==> src/rtl/thread_scheduler_if.sv <==
`default_nettype none
// ============================================================================
// thread_scheduler_if
// Store read/write channel and consumer handshake for thread_scheduler.
// Revision: 1.0
// ============================================================================
interface thread_scheduler_if #(
   parameter int N_THREADS = 6,
   parameter int STATE_W   = 2
);
   localparam int NUM_W = (N_THREADS > 1) ? $clog2(N_THREADS) : 1;

   logic               scan_en;
   logic [NUM_W-1:0]   rd_num;
   logic [STATE_W-1:0] rd_state;
   logic               wr_en;
   logic [NUM_W-1:0]   wr_num;
   logic [STATE_W-1:0] wr_state;
   logic               out_valid;
   logic [NUM_W-1:0]   out_num;
   logic               out_ready;
   logic               none_rdy;

   modport master (
      input  scan_en, rd_state, out_ready,
      output rd_num, wr_en, wr_num, wr_state, out_valid, out_num, none_rdy
   );

   modport slave (
      output scan_en, rd_state, out_ready,
      input  rd_num, wr_en, wr_num, wr_state, out_valid, out_num, none_rdy
   );
endinterface
`default_nettype wire

==> src/rtl/thread_scheduler.sv <==
`default_nettype none
// ============================================================================
// thread_scheduler
// Round-robin finder of threads in MATCH_STATE; offers them to a consumer and
// writes NEW_STATE back to the thread store on acceptance.
// Revision: 1.0
// ============================================================================
module thread_scheduler #(
   parameter int                 N_THREADS   = 6,
   parameter int                 STATE_W     = 2,
   parameter logic [STATE_W-1:0] MATCH_STATE = STATE_W'(1),
   parameter logic [STATE_W-1:0] NEW_STATE   = STATE_W'(2),
   parameter int                 HOLDOFF     = 2
) (
   input  wire logic            CLK,
   input  wire logic            reset,
   thread_scheduler_if.master   bus
);
   localparam int NUM_W  = (N_THREADS > 1) ? $clog2(N_THREADS) : 1;
   localparam int HOLD_W = (HOLDOFF > 1) ? $clog2(HOLDOFF + 1) : 1;
   localparam logic [NUM_W-1:0]  LAST      = NUM_W'(N_THREADS - 1);
   localparam logic [HOLD_W-1:0] HOLD_INIT = HOLD_W'(HOLDOFF);

   typedef enum logic [1:0] {
      S_SCAN  = 2'd0,
      S_GRANT = 2'd1,
      S_HOLD  = 2'd2
   } state_t;

   state_t             state_q, state_d;
   logic [NUM_W-1:0]   ptr_q, ptr_d;
   logic [NUM_W-1:0]   miss_q, miss_d;
   logic [HOLD_W-1:0]  hold_q, hold_d;
   logic               out_valid_q, out_valid_d;
   logic [NUM_W-1:0]   out_num_q, out_num_d;
   logic               wr_en_q, wr_en_d;
   logic [NUM_W-1:0]   wr_num_q, wr_num_d;
   logic               none_rdy_q, none_rdy_d;

   // Compare against the last index before adding so N_THREADS=64 cannot overflow
   function automatic logic [NUM_W-1:0] wrap_inc(input logic [NUM_W-1:0] p);
      return (p == LAST) ? '0 : p + NUM_W'(1);
   endfunction

   always_ff @(posedge CLK) begin
      if (reset) begin
         state_q     <= S_SCAN;
         ptr_q       <= '0;
         miss_q      <= '0;
         hold_q      <= '0;
         out_valid_q <= 1'b0;
         out_num_q   <= '0;
         wr_en_q     <= 1'b0;
         wr_num_q    <= '0;
         none_rdy_q  <= 1'b0;
      end else begin
         state_q     <= state_d;
         ptr_q       <= ptr_d;
         miss_q      <= miss_d;
         hold_q      <= hold_d;
         out_valid_q <= out_valid_d;
         out_num_q   <= out_num_d;
         wr_en_q     <= wr_en_d;
         wr_num_q    <= wr_num_d;
         none_rdy_q  <= none_rdy_d;
      end
   end

   always_comb begin
      state_d     = state_q;
      ptr_d       = ptr_q;
      miss_d      = miss_q;
      hold_d      = hold_q;
      out_valid_d = out_valid_q;
      out_num_d   = out_num_q;
      wr_en_d     = 1'b0;
      wr_num_d    = wr_num_q;
      none_rdy_d  = 1'b0;

      case (state_q)
         S_SCAN: begin
            if (bus.scan_en) begin
               if (bus.rd_state == MATCH_STATE) begin
                  out_num_d   = ptr_q;
                  out_valid_d = 1'b1;
                  miss_d      = '0;
                  state_d     = S_GRANT;
               end else begin
                  ptr_d = wrap_inc(ptr_q);
                  if (miss_q == LAST) begin
                     none_rdy_d = 1'b1;
                     miss_d     = '0;
                  end else begin
                     miss_d = miss_q + NUM_W'(1);
                  end
               end
            end
         end
         S_GRANT: begin
            if (bus.out_ready) begin
               out_valid_d = 1'b0;
               wr_en_d     = 1'b1;
               wr_num_d    = out_num_q;
               ptr_d       = wrap_inc(out_num_q);
               hold_d      = HOLD_INIT;
               state_d     = S_HOLD;
            end
         end
         S_HOLD: begin
            // Wait out the store's write latency so a stale match is not re-read
            if (hold_q <= HOLD_W'(1)) begin
               hold_d  = '0;
               state_d = S_SCAN;
            end else begin
               hold_d = hold_q - HOLD_W'(1);
            end
         end
         default: begin
            state_d = S_SCAN;
         end
      endcase
   end

   assign bus.rd_num    = ptr_q;
   assign bus.wr_en     = wr_en_q;
   assign bus.wr_num    = wr_num_q;
   assign bus.wr_state  = NEW_STATE;
   assign bus.out_valid = out_valid_q;
   assign bus.out_num   = out_num_q;
   assign bus.none_rdy  = none_rdy_q;
endmodule
`default_nettype wire

==> src/flat_wrapper.sv <==
// flat-port wrapper written by rule: the top's interface ports become plain ports
module thread_scheduler_flat 
#(
   parameter int                 N_THREADS   = 6,
   parameter int                 STATE_W     = 2,
   parameter logic [STATE_W-1:0] MATCH_STATE = STATE_W'(1),
   parameter logic [STATE_W-1:0] NEW_STATE   = STATE_W'(2),
   parameter int                 HOLDOFF     = 2
)
  (CLK, reset, bus_scan_en, bus_rd_state, bus_out_ready, bus_rd_num, bus_wr_en, bus_wr_num, bus_wr_state, bus_out_valid, bus_out_num, bus_none_rdy);
  thread_scheduler_if #(.N_THREADS(N_THREADS), .STATE_W(STATE_W)) bus_i ();
  input  wire logic CLK;
  input  wire logic reset;
  input wire logic [$bits(bus_i.scan_en)-1:0] bus_scan_en;
  input wire logic [$bits(bus_i.rd_state)-1:0] bus_rd_state;
  input wire logic [$bits(bus_i.out_ready)-1:0] bus_out_ready;
  output wire logic [$bits(bus_i.rd_num)-1:0] bus_rd_num;
  output wire logic [$bits(bus_i.wr_en)-1:0] bus_wr_en;
  output wire logic [$bits(bus_i.wr_num)-1:0] bus_wr_num;
  output wire logic [$bits(bus_i.wr_state)-1:0] bus_wr_state;
  output wire logic [$bits(bus_i.out_valid)-1:0] bus_out_valid;
  output wire logic [$bits(bus_i.out_num)-1:0] bus_out_num;
  output wire logic [$bits(bus_i.none_rdy)-1:0] bus_none_rdy;
  assign bus_i.scan_en = bus_scan_en;
  assign bus_i.rd_state = bus_rd_state;
  assign bus_i.out_ready = bus_out_ready;
  assign bus_rd_num = bus_i.rd_num;
  assign bus_wr_en = bus_i.wr_en;
  assign bus_wr_num = bus_i.wr_num;
  assign bus_wr_state = bus_i.wr_state;
  assign bus_out_valid = bus_i.out_valid;
  assign bus_out_num = bus_i.out_num;
  assign bus_none_rdy = bus_i.none_rdy;
  thread_scheduler #(.N_THREADS(N_THREADS), .STATE_W(STATE_W), .MATCH_STATE(MATCH_STATE), .NEW_STATE(NEW_STATE), .HOLDOFF(HOLDOFF)) u_core (.CLK(CLK), .reset(reset), .bus(bus_i));
endmodule
==> config.mk <==
export PLATFORM = sky130hd
export DESIGN_NAME = thread_scheduler_flat
export DESIGN_NICKNAME = d
export VERILOG_FILES = /design/src/rtl/thread_scheduler_if.sv /design/src/rtl/thread_scheduler.sv /design/src/flat_wrapper.sv
export SDC_FILE = /design/constraint.sdc
export NUM_CORES = 1
export LEC_CHECK = 0
export BUFFER_PORTS_ARGS = -buffer_cell sky130_fd_sc_hd__buf_2
export CORE_MARGIN = 5
export CORE_UTILIZATION = 50
export CTS_CLUSTER_SIZE = 25
export DETAILED_ROUTE_END_ITERATION = 8
export GPL_ROUTABILITY_DRIVEN = 0
export GPL_TIMING_DRIVEN = 1
export PLACE_DENSITY = 0.75
export SLEW_MARGIN = 0
export SYNTH_ARGS = -nofsm -noshare
export SYNTH_HDL_FRONTEND = slang
export SYNTH_SLANG_ARGS = --single-unit
==> constraint.sdc <==
create_clock -name CLK -period 2.2 [get_ports CLK]
set_clock_uncertainty 0.2 [all_clocks]
set_input_delay 0.55 -clock CLK [delete_from_list [all_inputs] [get_ports CLK]]
set_output_delay 0.55 -clock CLK [all_outputs]
set_load 0.005 [all_outputs]
==> results.md <==
* Status: finished clean
* Post-CTS Setup Bufs at 0
* Cts hold-fix bufs at 0
* Maximum clock rate at about 560 MHz
* Post-synth cell types at 29
* Crit path cell chain: buf_2 > or3b_1 > or3b_1 > mux2i_1 > nor2_1
* Post-Syn Instances at slightly above 100
* Power density over the cells at 615.5 nW/um^2
* Final Setup Violations at 0
* Reg-to-reg slack, setup at between 0.4 and 0.5 ns
* Leakage Power at 0.4434 nW
* Warnings, synthesis at 0
* Seq/Total Area, Yosys at 44.19%
* Post-route DRC at 0
* Cell Area, Placed at 957.2 sq um
* Dpl cells at 133
* Mapped Nets at about 110
* Worst Path Required at between 2 and 2.5 ns
* CTS resizes at 0
* Crit-path most repeated cell: or3b_1
* Final min period at 1.778 ns
* Syn avg cell area at 8.358 sq um
* Starting DRT DRC Count at 23
* Slowest stage delay, CP at 0.48 ns
* Initial antenna violation count at 0
* Critical Path Start: bus_scan_en
* Drt wl/cell at 12.54 um
* Worst Hold Slack at 0.2501 ns
* Synthesis-to-finish area growth at 14.24%
* Post-synthesis instance area at 860.8 sq um
* Clock root cell: clkbuf_4
* ANT cells at 0
* Worst setup SP type: input pin
* Ports at 20
* Fin area at 983.4 sq um
* Reg clk slew, reported paths at 0.10 ns
* Vias per inst at 5.460
* First-pass GRT wire length at just under 3000 um
* Net total in the final layout at between 100 and 150
* TritonCTS clock tree: done
* FF+latch count, synth at 19
* Clock Sinks at 19
* DIE HEIGHT at 51.49 um
* Post-route ant nets at 0
* Hold Startpoint: u_core.miss_q[2]
* Vias at roughly 750
* Max stage delay cell, worst path: or3b_1
* Worst flop-to-flop path startpoint: u_core.state_q[1]
* Die Wd at 51.49 um
* Number of H-tree levels at 1
* Pin count of the biggest net entering global routing at 20
* Design Power at 605.3 uW
* Total core area at 1689 sq um
* Hpwl dp at 1238 um
* Number of port buffers at 17
* Die area at ~2700 sq um
* 1st-pass router iterations at 4
* Crit Path Class: input pin to flop
* Initial core utilization at about half
* Total CTS buffers at 3
* Final WL at 1718 um
* Rows at 15
* Clk_lat worst skew at 0.29 ns
* Final period utilization at between 80% and 90%
* Final TNS setup at 0 ns
* Remaining global-route overflow at 0
* Worst-path maximum fanout at 4
* Max_cap viols at 0
* Deepest clock path buffer count at 2
* Fin. Hold Viols at 0
* Final Slew Violations at 0
* HP Class: flop to flop
* Max VDD drop at roughly 0.00028 V
* RSZ-0062 raised after global routing: false
* CP endpoint kind: flop
* Total track usage at 14.64%
* Vias in the first global route at just under 700
* Share of cells above drive strength 1 at 22.50%
* Worst EP arrival at 1.76 ns
* Final non-filler cell total at between 100 and 150
## per-layer routing
metal / wire, um / track usage (%) / part of all wire [%] / up-vias
met4: 29 / 7.424 / 1.7 / 0
met5: 0 / 0 / 0 / -
met1: 755 / 17.83 / 44 / 332
met2: 830 / 23.94 / 48 / 26
li1: - / - / - / 385
met3: 102 / 3.438 / 5.9 / 5
## synthesized netlist by cell type
master,n,share of area [%]
o21ai_0,2,1.2
nor4_1,1,0.73
dfxtp_1,19,44
nor3_1,2,1.2
o31ai_1,2,1.7
mux2i_1,6,7.0
nor2_1,17,7.4
mux2_2,2,2.6
or3b_1,2,2.0
o22ai_1,2,1.5
a2111o_1,2,2.6
nand2b_1,1,0.73
a31oi_1,2,1.5
o31a_1,2,2.0
o32ai_1,1,1.0
nor2b_1,2,1.5
conb_1,2,0.87
buf_4,2,1.7
buf_1,1,0.44
nor3b_1,2,1.7
a21oi_1,8,4.7
clkbuf_1,3,1.3
a211oi_1,1,0.87
inv_1,6,2.6
nand3_1,2,1.2
nand2_1,7,3.1
o21a_1,1,0.87
or2_2,1,0.73
buf_2,2,1.2
## sequential cells by signal (all words and copies together) (netlist names)
| register | count |
|---|---|
| u_core.bus.out_num | 3 |
| u_core.bus.rd_num | 3 |
| u_core.bus.wr_num | 3 |
| u_core.miss_q | 3 |
| u_core.hold_q | 2 |
| u_core.state_q | 2 |
| u_core.bus.none_rdy | 1 |
| u_core.bus.out_valid | 1 |
| u_core.bus.wr_en | 1 |
## layout by cell type (no fill, tap or decap), types with 3 or more instances in the layout
cell type and instances:
mux2i_1 6, buf_2 17, nor2_1 17, buf_4 4, a21oi_1 8, clkbuf_4 3
dfxtp_1 19, nand2_1 7, inv_1 6
## through the flow
step	setup slack (ns)	util [%]
finish	0.4215	58.22
global route	0.3621	58.22
floorplan	0.1827	-
CTS	0.4204	58.22
global placement	0.1790	56.67
detailed placement	0.1041	56.67
## power by group
group          switching (mW)  total [mW]  internal, mW
logic                  0.0374      0.0692        0.0318
registers              0.0105       0.364         0.354
clock network           0.102       0.172        0.0704
total                   0.150       0.605         0.456
## layout make-up
| class | instances | area (sq um) |
|---|---|---|
| well taps | 17 | 21.27 |
| repair buffers | 21 | 115.1 |
| fillers | 152 | 705.7 |
| multi-input cells | 70 | 417.9 |
| flip-flops and latches | 19 | 380.4 |
| clock buffers | 4 | 26.28 |
| inverters | 6 | 22.52 |
## worst paths after layout
path,endpoint,cells past startpoint
worst min register to register,u_core.bus.none_rdy,2
worst max-delay path,u_core.bus.out_num[2],5
worst min-delay path,u_core.bus.none_rdy,2
worst max register to register,u_core.bus.out_num[2],4
## cell families after synthesis
group / count (synthesis) / synth area share [%]
other: 2 / 0.8724
buffers and inverters: 14 / 7.266
AO/OA/AOI/OAI: 23 / 17.88
flip-flops: 19 / 44.19
AND/OR/NAND/NOR: 37 / 20.21
multiplexers: 8 / 9.593
## worst max-delay path, delay by kind of cell
family / cells / cell delay (ns)
buffers and inverters: 1 / 0.10
multiplexers: 1 / 0.21
AND/OR/NAND/NOR: 3 / 0.89
Power figures use the tool's default switching activity.
